### src/rtl/router_pkg.sv
// router_pkg
//   Shared types and helpers for the 1-to-N trusted packet router.
//   - state_t    : input-side FSM states (IDLE, HDR, FWD, DROP)
//   - FIFO entry : {last, data}; the last flag sits one bit above the data byte
//   - is_trusted : matches a source ID against a packed list of trusted IDs
package router_pkg;

  typedef enum logic [1:0] {
    ST_IDLE,  // waiting for byte 0 (dest_id)
    ST_HDR,   // waiting for byte 1 (src_id), trust check pending
    ST_FWD,   // forwarding payload bytes into the selected FIFO
    ST_DROP   // discarding bytes until last
  } state_t;

  // Upper bounds for the trusted-list helper. The list is zero-extended
  // to this size by the caller so that one function body serves any
  // DW/NTS combination within the bounds.
  localparam int MAX_DW    = 32;
  localparam int MAX_NTS   = 16;
  localparam int TS_LIST_W = MAX_DW * MAX_NTS;

  // Returns 1 when id matches any of the first nts entries of list.
  // Entry k occupies bits [k*dw +: dw]; bits of id above dw are ignored.
  function automatic logic is_trusted(input logic [TS_LIST_W-1:0] list,
                                      input int                   nts,
                                      input int                   dw,
                                      input logic [MAX_DW-1:0]    id);
    logic [MAX_DW-1:0]    mask;
    logic [TS_LIST_W-1:0] shifted;
    logic                 hit;
    mask = MAX_DW'((64'd1 << dw) - 64'd1);
    hit  = 1'b0;
    for (int k = 0; k < MAX_NTS; k++) begin
      shifted = list >> (k * dw);
      if ((k < nts) && ((shifted[MAX_DW-1:0] & mask) == (id & mask))) begin
        hit = 1'b1;
      end
    end
    return hit;
  endfunction

endpackage

### src/rtl/router_fifo.sv
// router_fifo
//   Synchronous single-clock FIFO used as one output queue of the router.
//   Pointers carry one extra MSB so full and empty are told apart by
//   comparing the wrap bit. Read data is the combinational head entry;
//   the router registers it when it pops.
// Ports
//   clk      in   1      clock, posedge
//   rst      in   1      asynchronous active-high reset (pointers only)
//   wr_en    in   1      push wr_data (ignored when full)
//   wr_data  in   WIDTH  entry to push
//   rd_en    in   1      pop head entry (ignored when empty)
//   rd_data  out  WIDTH  current head entry
//   full     out  1      DEPTH entries stored
//   empty    out  1      no entries stored
module router_fifo #(
  parameter int WIDTH = 9,
  parameter int DEPTH = 16
) (
  input  logic             clk,
  input  logic             rst,
  input  logic             wr_en,
  input  logic [WIDTH-1:0] wr_data,
  input  logic             rd_en,
  output logic [WIDTH-1:0] rd_data,
  output logic             full,
  output logic             empty
);

  localparam int AW = $clog2(DEPTH);

  logic [AW:0]      wr_ptr;
  logic [AW:0]      rd_ptr;
  logic [WIDTH-1:0] mem [DEPTH];

  assign empty   = (wr_ptr == rd_ptr);
  assign full    = (wr_ptr[AW] != rd_ptr[AW]) &&
                   (wr_ptr[AW-1:0] == rd_ptr[AW-1:0]);
  assign rd_data = mem[rd_ptr[AW-1:0]];

  // NOTE: sequential state is updated with non-blocking assignments so
  // every register samples values from before the clock edge.
  always_ff @(posedge clk or posedge rst) begin
    if (rst) begin
      wr_ptr <= '0;
      rd_ptr <= '0;
    end else begin
      if (wr_en && !full)  wr_ptr <= wr_ptr + 1'b1;
      if (rd_en && !empty) rd_ptr <= rd_ptr + 1'b1;
    end
  end

  // NOTE: the storage array has no reset; emptiness is tracked by the
  // pointers alone, so stale contents are never observable.
  always_ff @(posedge clk) begin
    if (wr_en && !full) mem[wr_ptr[AW-1:0]] <= wr_data;
  end

endmodule

### src/rtl/router_1xn_trusted.sv
// router_1xn_trusted
//   Single-clock 1-to-N packet router. Packets arrive byte-wide with a
//   valid/ready/last handshake: byte0 = dest_id, byte1 = src_id, then
//   payload. dest_id selects output port dest_id-1 and is stripped;
//   src_id must be on the trusted list. Accepted packets are queued in a
//   per-port FIFO and drained independently under each port's stop input.
//   Malformed, misaddressed and untrusted packets are counted.
// Ports
//   clk               in   1          clock, posedge
//   rst               in   1          asynchronous active-high reset
//   packet_in         in   DW         input byte
//   packet_valid_i    in   1          packet_in valid
//   packet_last_i     in   1          final byte of packet
//   packet_ready_o    out  1          byte accepted when valid & ready at posedge
//   stop_packet_send  in   NPORTS     bit i high holds port i
//   packet_valid_o    out  NPORTS     port i byte valid (one cycle per byte)
//   packet_last_o     out  NPORTS     port i byte is last of packet
//   packet_out        out  NPORTS*DW  port i byte at [i*DW +: DW]
//   drop_cnt_o        out  CNT_W      saturating dropped-packet count
module router_1xn_trusted
  import router_pkg::*;
#(
  parameter int                NPORTS      = 3,
  parameter int                DW          = 8,
  parameter int                DEPTH       = 16,
  parameter int                NTS         = 3,
  parameter logic [NTS*DW-1:0] TRUSTED_IDS = {8'd30, 8'd20, 8'd10},
  parameter int                CNT_W       = 16
) (
  input  logic                 clk,
  input  logic                 rst,
  input  logic [DW-1:0]        packet_in,
  input  logic                 packet_valid_i,
  input  logic                 packet_last_i,
  output logic                 packet_ready_o,
  input  logic [NPORTS-1:0]    stop_packet_send,
  output logic [NPORTS-1:0]    packet_valid_o,
  output logic [NPORTS-1:0]    packet_last_o,
  output logic [NPORTS*DW-1:0] packet_out,
  output logic [CNT_W-1:0]     drop_cnt_o
);

  localparam int                   PW       = (NPORTS > 1) ? $clog2(NPORTS) : 1;
  localparam int                   EW       = DW + 1;
  localparam logic [DW-1:0]        NPORTS_D = DW'(NPORTS);
  localparam logic [TS_LIST_W-1:0] TS_LIST  = TS_LIST_W'(TRUSTED_IDS);

  state_t           state;
  logic [PW-1:0]    port_sel;
  logic [CNT_W-1:0] drop_cnt;

  logic [NPORTS-1:0] fifo_full;
  logic [NPORTS-1:0] fifo_empty;
  logic [NPORTS-1:0] fifo_wr;
  logic [NPORTS-1:0] fifo_rd;
  logic [EW-1:0]     fifo_rd_data [NPORTS];

  logic ready_int;
  logic accept;
  logic dest_ok;
  logic src_ok;
  logic sel_full;
  logic fwd_write;
  logic drop_inc;

  // Byte decode; only meaningful in the state that consumes the byte.
  assign dest_ok  = (packet_in != '0) && (packet_in <= NPORTS_D);
  assign src_ok   = is_trusted(TS_LIST, NTS, DW, MAX_DW'(packet_in));
  assign sel_full = fifo_full[port_sel];

  // NOTE: every signal assigned in always_comb gets a default first so
  // no path leaves it unassigned and no latch is inferred.
  always_comb begin
    ready_int = 1'b1;
    case (state)
      ST_HDR, ST_FWD: ready_int = !sel_full;
      default:        ready_int = 1'b1;
    endcase
  end

  // Ready is forced low for the whole time reset is held.
  assign packet_ready_o = ready_int & ~rst;
  assign accept         = packet_valid_i & packet_ready_o;

  // A trusted header byte (src_id) and every forwarded byte go to the FIFO.
  assign fwd_write = accept && (((state == ST_HDR) && src_ok) || (state == ST_FWD));

  // One increment per dropped packet: a 1-byte packet or bad dest in IDLE,
  // or an untrusted source in HDR.
  assign drop_inc = accept &&
                    (((state == ST_IDLE) && (packet_last_i || !dest_ok)) ||
                     ((state == ST_HDR) && !src_ok));

  always_ff @(posedge clk or posedge rst) begin
    if (rst) begin
      state    <= ST_IDLE;
      port_sel <= '0;
      drop_cnt <= '0;
    end else begin
      if (drop_inc && (drop_cnt != '1)) drop_cnt <= drop_cnt + 1'b1;
      if (accept) begin
        case (state)
          ST_IDLE: begin
            port_sel <= PW'(packet_in - 1'b1);
            if (packet_last_i) state <= ST_IDLE;
            else if (!dest_ok) state <= ST_DROP;
            else               state <= ST_HDR;
          end
          ST_HDR: begin
            if (packet_last_i) state <= ST_IDLE;
            else if (src_ok)   state <= ST_FWD;
            else               state <= ST_DROP;
          end
          ST_FWD:  if (packet_last_i) state <= ST_IDLE;
          ST_DROP: if (packet_last_i) state <= ST_IDLE;
          default: state <= ST_IDLE;
        endcase
      end
    end
  end

  assign drop_cnt_o = drop_cnt;

  for (genvar i = 0; i < NPORTS; i++) begin : g_port
    assign fifo_wr[i] = fwd_write && (port_sel == PW'(i));
    assign fifo_rd[i] = !fifo_empty[i] && !stop_packet_send[i];

    router_fifo #(
      .WIDTH (EW),
      .DEPTH (DEPTH)
    ) u_fifo (
      .clk     (clk),
      .rst     (rst),
      .wr_en   (fifo_wr[i]),
      .wr_data ({packet_last_i, packet_in}),
      .rd_en   (fifo_rd[i]),
      .rd_data (fifo_rd_data[i]),
      .full    (fifo_full[i]),
      .empty   (fifo_empty[i])
    );
  end

  // Output registers: a pop presents its entry for exactly one cycle;
  // data and last hold their previous value while the port is idle.
  always_ff @(posedge clk or posedge rst) begin
    if (rst) begin
      packet_valid_o <= '0;
      packet_last_o  <= '0;
      packet_out     <= '0;
    end else begin
      for (int i = 0; i < NPORTS; i++) begin
        packet_valid_o[i] <= fifo_rd[i];
        if (fifo_rd[i]) begin
          packet_last_o[i]         <= fifo_rd_data[i][DW];
          packet_out[i*DW +: DW]   <= fifo_rd_data[i][DW-1:0];
        end
      end
    end
  end

endmodule

### config.mk
export PLATFORM = sky130hd
export DESIGN_NAME = router_1xn_trusted
export DESIGN_NICKNAME = d
export VERILOG_FILES = /design/src/rtl/router_pkg.sv /design/src/rtl/router_fifo.sv /design/src/rtl/router_1xn_trusted.sv
export SDC_FILE = /design/constraint.sdc
export NUM_CORES = 1
export LEC_CHECK = 0
export ABC_AREA = 0
export CAP_MARGIN = 10
export CORE_UTILIZATION = 55
export CTS_CLUSTER_DIAMETER = 30
export DETAILED_ROUTE_END_ITERATION = 10
export HOLD_SLACK_MARGIN = 0.12
export MAX_ROUTING_LAYER = met4
export PLACE_DENSITY = 0.79
export SYNTH_ARGS = -nofsm -noshare
export SYNTH_HDL_FRONTEND = slang
export SYNTH_HIERARCHICAL = 1
export SYNTH_SLANG_ARGS = --single-unit
### constraint.sdc
create_clock -name clk -period 4.4 [get_ports clk]
set_input_delay 1.1 -clock clk [delete_from_list [all_inputs] [get_ports clk]]
set_output_delay 1.1 -clock clk [all_outputs]
set_load 0.005 [all_outputs]
Word-level counts from Yosys, hierarchy flattened
Memories as Yosys holds them, arrays and structs flattened. A register that Yosys moved wholly into a read port is not among the register bits.
Cells that the tools add are included.
{"block": "op_classes", "addsub": 8, "magnitude_cmp": 2, "n_eq_ne": 19, "mux": 18, "bitwise_logic": 3, "n_reduce_logical": 44}
{"cell": "$add A5 B1 Y5 const B", "n": 6}
{"cell": "$logic_and A1 B1 Y1", "n": 22}
{"cell": "$add A16 B1 Y16 const B", "n": 1}
{"cell": "$eq A5 B8 Y1 const A", "n": 2}
{"cell": "$ne A16 B16 Y1 const B", "n": 1}
{"cell": "$eq A5 B5 Y1", "n": 3}
{"cell": "$eq A4 B4 Y1", "n": 3}
{"cell": "$logic_not A1 Y1", "n": 12}
{"cell": "$mux W1", "n": 12}
{"cell": "$eq A4 B8 Y1 const A", "n": 1}
{"cell": "$le A8 B2 Y1 const B", "n": 1}
{"cell": "$mux W2", "n": 4}
{"cell": "$reduce_bool A8 Y1", "n": 1}
{"cell": "$eq A2 B2 Y1 const B", "n": 3}
{"cell": "$pmux W2 S3", "n": 1}
{"cell": "$eq A2 B1 Y1 const B", "n": 2}
{"cell": "$logic_not A2 Y1", "n": 2}
{"cell": "$reduce_and A2 Y1", "n": 2}
{"cell": "$reduce_or A2 Y1", "n": 2}
{"cell": "$logic_or A1 B1 Y1", "n": 3}
{"cell": "$lt A2 B3 Y1 const B", "n": 1}
{"cell": "$ne A1 B1 Y1", "n": 3}
{"cell": "$and A1 B1 Y1", "n": 2}
{"cell": "$bmux W1 S2", "n": 1}
{"cell": "other kinds (3)", "n": 3}
{"block": "word_totals", "reg_bits": 53, "ram_bits": 432, "in_bits": 15, "output_inout_bits": 47, "word_cells": 107, "mem_count": 3}
{"name": "g_port[0].u_fifo.mem", "depth": 16, "word_bits": 9, "rd": 1, "rd_ports_with_merged_regs": 1, "write_ports": 1, "line_no": "router_fifo.sv:33", "source": "logic [WIDTH-1:0] mem [DEPTH];"}
{"name": "g_port[1].u_fifo.mem", "depth": 16, "word_bits": 9, "rd": 1, "rd_ports_with_merged_regs": 1, "write_ports": 1, "line_no": "router_fifo.sv:33"}
{"name": "g_port[2].u_fifo.mem", "depth": 16, "word_bits": 9, "rd": 1, "rd_ports_with_merged_regs": 1, "write_ports": 1, "line_no": "router_fifo.sv:33"}

Depth between registers and ports, before layout
{"block": "logic_depth", "depth_word": 13, "mapped_depth": 13, "mapped_depth_nobuf": 10}

By module
The synthesis kept the hierarchy.
{"module": "router_fifo", "n_inst": 3, "cells_each": 303, "area_each_um2": 6129.6, "seq_area_each_um2": 4574.4}
{"module": "router_1xn_trusted", "n_inst": 1, "cells_each": 182, "area_each_um2": 2313.5, "seq_area_each_um2": 1251.2}

Least setup slack after synthesis
Ideal clock, no wire load.
{"block": "synth_path", "path_type": "input port to flip-flop", "start": "input port rst", "end": "memory g_port[2].u_fifo.mem[2][0], enable pin", "setup_ps": 399, "arrival_ps": 4655, "t_required_ps": 4001, "setup_slack_ps": -654, "path_stages": 6, "n_path_buf": 0, "cell_sequence": "inv_1 -> o2111ai_1 -> o21bai_1 -> nor3b_1 -> nand2_1 -> nor4_1"}
{"block": "synth_between", "elab_chain_cells": 8}
{"item": "start: declaration", "line_no": "router_1xn_trusted.sv:31", "source": "input logic rst,"}
{"item": "$not A1 Y1", "line_no": "router_1xn_trusted.sv:82", "source": "assign packet_ready_o = ready_int & ~rst;"}
{"item": "$and A1 B1 Y1", "line_no": "router_1xn_trusted.sv:82"}
{"item": "$and A1 B1 Y1", "line_no": "router_1xn_trusted.sv:83", "source": "assign accept = packet_valid_i & packet_ready_o;"}
{"item": "$logic_and A1 B1 Y1", "line_no": "router_1xn_trusted.sv:86", "source": "assign fwd_write = accept && (((state == ST_HDR) && src_ok) || (state == ST_FWD));"}
{"item": "$logic_and A1 B1 Y1", "line_no": "router_1xn_trusted.sv:125", "source": "assign fifo_wr[i] = fwd_write && (port_sel == PW'(i));"}
{"item": "net fifo_wr[2]", "line_no": "router_1xn_trusted.sv:54", "source": "logic [NPORTS-1:0] fifo_wr;"}
{"item": "$logic_and A1 B1 Y1", "line_no": "router_fifo.sv:55", "source": "if (wr_en && !full) mem[wr_ptr[AW-1:0]] <= wr_data;"}
{"item": "$mux W1", "line_no": "router_fifo.sv:55"}
{"item": "$mux W1 (implied by the code)", "line_no": "router_fifo.sv:55"}
{"item": "end: declaration", "line_no": "router_fifo.sv:33"}
The timed path passes the listed nets, and every way through them passes these cells.

Worst setup path in the final report
{"block": "layout_path", "start": "register g_port[0].u_fifo.wr_ptr[2]", "end": "output port packet_ready_o"}
{"block": "layout_between", "elab_chain_cells": 7}
{"item": "start: declaration", "line_no": "router_fifo.sv:31", "source": "logic [AW:0] wr_ptr;"}
{"item": "start signal: assignment", "line_no": "router_fifo.sv:47", "source": "if (wr_en && !full) wr_ptr <= wr_ptr + 1'b1;"}
{"item": "$eq A4 B4 Y1", "line_no": "router_fifo.sv:37", "source": "(wr_ptr[AW-1:0] == rd_ptr[AW-1:0]);"}
{"item": "$logic_and A1 B1 Y1", "line_no": "router_fifo.sv:36", "source": "assign full = (wr_ptr[AW] != rd_ptr[AW]) &&"}
{"item": "net fifo_full[0]", "line_no": "router_1xn_trusted.sv:52", "source": "logic [NPORTS-1:0] fifo_full;"}
{"item": "$bmux W1 S2", "line_no": "router_1xn_trusted.sv:69", "source": "assign sel_full = fifo_full[port_sel];"}
{"item": "$mux W1 (implied by the code)", "line_no": "router_1xn_trusted.sv:69"}
{"item": "$logic_not A1 Y1", "line_no": "router_1xn_trusted.sv:76", "source": "ST_HDR, ST_FWD: ready_int = !sel_full;"}
{"item": "$mux W1", "line_no": "router_1xn_trusted.sv:75", "source": "case (state)"}
{"item": "$and A1 B1 Y1", "line_no": "router_1xn_trusted.sv:82"}
{"item": "end: declaration", "line_no": "router_1xn_trusted.sv:35", "source": "output logic packet_ready_o,"}
The timed path passes the listed nets, and every way through them passes these cells. The select of a mux whose other input is x is not followed.

==> flow_metrics.py <==
metrics = {
    "run_status": {
        "run_status": "completed",
    },
    "finish": {
        "area.growth.synth_to_final_pct": 21.23,
        "final_cell_count_no_fill": 1804,
        "final_net_count": 1298,
        "antenna_cells": 0,
        "fin_util_pct": 68.23,
        "final_layout_size_suffix_gt1_share_pct": 29.64,
        "design_area_um2": 25100,
    },
    "route": {
        "postRouteWirelength_um": 45130,
        "routed_wire_length_per_instance_um": 25.02,
        "initialDrtViolationCount": 1001,
        "drcViolationCount": 0,
        "drt.antenna.violating_nets": 0,
        "number_of_vias_after_detailed_routing": 11080,
        "drt_pass1_iterations": 7,
        "route.detailed.vias_per_inst": 6.143,
    },
    "worst_hold_path": {
        "hold_path.startpoint": "drop_cnt_o[12]$_DFFE_PP0P_",
        "holdCritPathClass": "reg2reg",
    },
    "global_routing": {
        "grt_max_degree": 50,
        "grt-ovfl-total": 0,
        "number_of_global_route_vias_before_repair": 11500,
        "grtUsageTotal_pct": 25.16,
        "wire_length_of_the_first_global_routing_pass_um": 69340,
        "antenna_found_initial": 1,
    },
    "floorplan": {
        "ios": 62,
        "fp.dieW_um": 196.0,
        "number_of_standard_cell_rows_in_the_floorplan": 70,
        "initial_core_util_pct": 56.28,
        "core_um2": 36790,
        "fp.dieH_um": 196.0,
        "die_ar_um2": 38420,
    },
    "placed_design": {
        "numPortBuffers": 61,
        "placed_cell_area_um2": 22080,
        "numPlacedInstances": 1637,
        "place_congestion": 0.8797,
        "dpl.hpwl_um": 25900,
    },
    "sta": {
        "setup_repair_after_global_routing_missed_its_margin": "false",
        "layout_min_cycle_time_ns": 4.153,
        "setup_violations": 0,
        "timing_worst_slew_pin_value_ns": 1.035,
        "setup_total_negative_slack_ns": 0,
        "hold_violations": 0,
        "finClkSkew_ns": 0.02916,
        "layout_worst_path_cycle_share_pct": 94.38,
        "drv_slew": 0,
        "max_slew_margin_pct": 30.73,
        "timing.fmax_mhz": 240.8,
    },
    "synth": {
        "synth.most_common_cell": "edfxtp_1",
        "synth-xor-area-share_pct": 2.200,
        "syn_nets": 1129,
        "netlist_top_cells_count": "432 x edfxtp_1, 108 x mux4_2, 80 x dfrtp_1",
        "synth_area_per_cell_um2": 18.98,
        "yosys_register_bits": 512,
        "synth-main-ff-cell": "edfxtp_1",
        "yosys.area_share.simple_pct": 4.666,
        "synth.distinct_cells": 49,
        "synth-compound-area-share_pct": 3.475,
        "async_s_r_ff_share_synth_pct": 15.63,
        "synth_area_um2": 20700,
        "yosys-mux-area-fraction_pct": 13.86,
        "post-synth-top-area-fraction_pct": 62.66,
        "yosys_warnings": 6,
        "seq_area_frac_synth_pct": 72.33,
        "synthesis.instances": 1091,
        "synthAdderAreaFrac_pct": 1.390,
        "synth-edff-count": 432,
        "synthTopCellsByArea": "edfxtp_1 63%, mux4_2 12%, dfrtp_1 9.7%",
        "yosysTopAreaCell": "edfxtp_1",
        "synth_top_family_by_area": "multiplexers",
    },
    "clock_network": {
        "clkSlewWorstSetupHoldPaths_ns": 0.05,
        "clkSinkCount": 512,
        "cts_hold_buf": 0,
        "cts_max_level": 3,
        "clock_tree.buffer_depth": 3,
        "cts_made_buffers": 89,
        "clock-root-buffer": "clkbuf_16",
        "tritoncts": "built",
        "insertion_delay_ns": 0.60,
    },
    "power_and_ir_drop": {
        "power_frac_comb_pct": 23.1,
        "switching_share_pct": 28.85,
        "p_switching_mw": 4.718,
        "max-vdd-ir-drop_mv": 0.3366,
        "cellInternalPower_mw": 11.64,
        "power.density_nw_per_um2": 651.7,
        "clock_power_share_pct": 41.2,
        "total_power_mw": 16.36,
        "seq_power_share_pct": 35.7,
        "leakage_nw": 8.716,
    },
    "setup_path": {
        "setup.reg_to_reg.worst_slack_ns": 0.86,
        "cp-end-kind": "primary output",
        "path_max_fanout": 13,
        "crit_path_start_kind": "flip-flop",
        "crit-reg2reg-launch": "g_port[2].u_fifo/wr_ptr[2]$_DFFE_PP0P_",
        "criticalPathCategory": "reg2out",
        "crit_required_ns": 3.30,
        "worst_setup_path_startpoint": "g_port[0].u_fifo/wr_ptr[2]$_DFFE_PP0P_",
        "worst_ep_arrival_time_ns": 3.05,
    },
    "run": {
        "drv.max_cap_violation_count": 0,
    },
}
[sequential cells by signal, indices dropped and copies added, names as in the netlist]
signal and cells:
drop_cnt_o 16, g_port.u_fifo/mem 432, g_port.u_fifo/rd_ptr 15, g_port.u_fifo/wr_ptr 15, packet_last_o 3, packet_out 24, packet_valid_o 3, port_sel 2
state 2
[final timing paths]
check | cells past startpoint | endpoint
worst max-delay path | 6 | packet_ready_o
min in group asynchronous | 2 | g_port[1].u_fifo/wr_ptr[4]$_DFFE_PP0P_
worst min register to register | 1 | drop_cnt_o[12]$_DFFE_PP0P_
worst max register to register | 12 | g_port[0].u_fifo/mem[3][8]$_DFFE_PP_
max in group asynchronous | 2 | g_port[2].u_fifo/rd_ptr[1]$_DFFE_PP0P_
worst min-delay path | 1 | drop_cnt_o[12]$_DFFE_PP0P_
[routing by layer]
metal	up-vias	GRT usage, %	part of all wire [%]
met1	5731	33.13	40
met5	-	-	0
met3	69	4.074	7.5
met2	514	40.48	51
met4	0	8.333	2.2
li1	4768	-	-
[what timing repair did]
item | in CTS | in global routing
endpoints found under the setup margin | 0 | 1
gates resized for setup | 0 | 2
buffers inserted | 0 | 0
[worst max-delay path, stage by stage, from the launching register on]
cell,delay (ns)
dfrtp_1,0.56
xnor2_1,0.16
nand4_1,0.14
nor2_2,0.53
mux2i_1,0.32
o211a_1,0.32
clkdlybuf4s50_1,0.45
[kinds of logic (layout without fill, tap and decap cells)]
family          Yosys count  after routing
fa+ha+maj                23             23
xor+xnor                 52             52
mux                     147            147
flops                   512            512
simple gates            191            191
buf+inv                  74            319
compound gates           92             92
[final cells by class]
class	count	area, um2
clock buffer	105	2370
clock inverter	62	634.4
fill	2186	11690
inverter	20	78.83
multi-input combinational	505	5353
sequential	512	14980
tap	468	585.6
timing repair buffer	132	1099
[power by group through the flow]
stage               clock network, mW  registers (mW)  logic, mW
floorplan                           0            5.85       2.71
global placement                    0            5.91       3.67
detailed placement                  0            5.92       3.74
CTS                              6.82            5.84       3.80
global route                     7.04            5.89       4.05
finish                           6.73            5.85       3.78
[layout by cell type (no fill, tap or decap), drive strengths merged, types with 7 or more instances in the layout]
cell,Yosys,routed
and3,12,12
clkinvlp,0,7
o21ai,14,14
nor3,35,35
mux4,108,108
inv,20,45
clkdlybuf4s50,0,52
o211ai,12,12
mux2,38,38
edfxtp,432,432
nor2,30,30
clkbuf,9,105
nand2b,7,7
nor4,9,9
xnor2,48,48
clkinv,0,25
dfrtp,80,80
buf,45,80
nand2,55,55
ha,23,23
nand4,19,19
a22oi,54,54
[through the flow]
| step | hold WS, ns | setup slack (ns) |
|---|---|---|
| floorplan | 0.4809 | 0.006442 |
| global placement | 0.4829 | 0.7437 |
| detailed placement | 0.4877 | 0.6948 |
| CTS | 0.5064 | 0.1664 |
| global route | 0.5246 | 0.03959 |
| finish | 0.4980 | 0.2475 |
(Power assumes the default switching activity.)
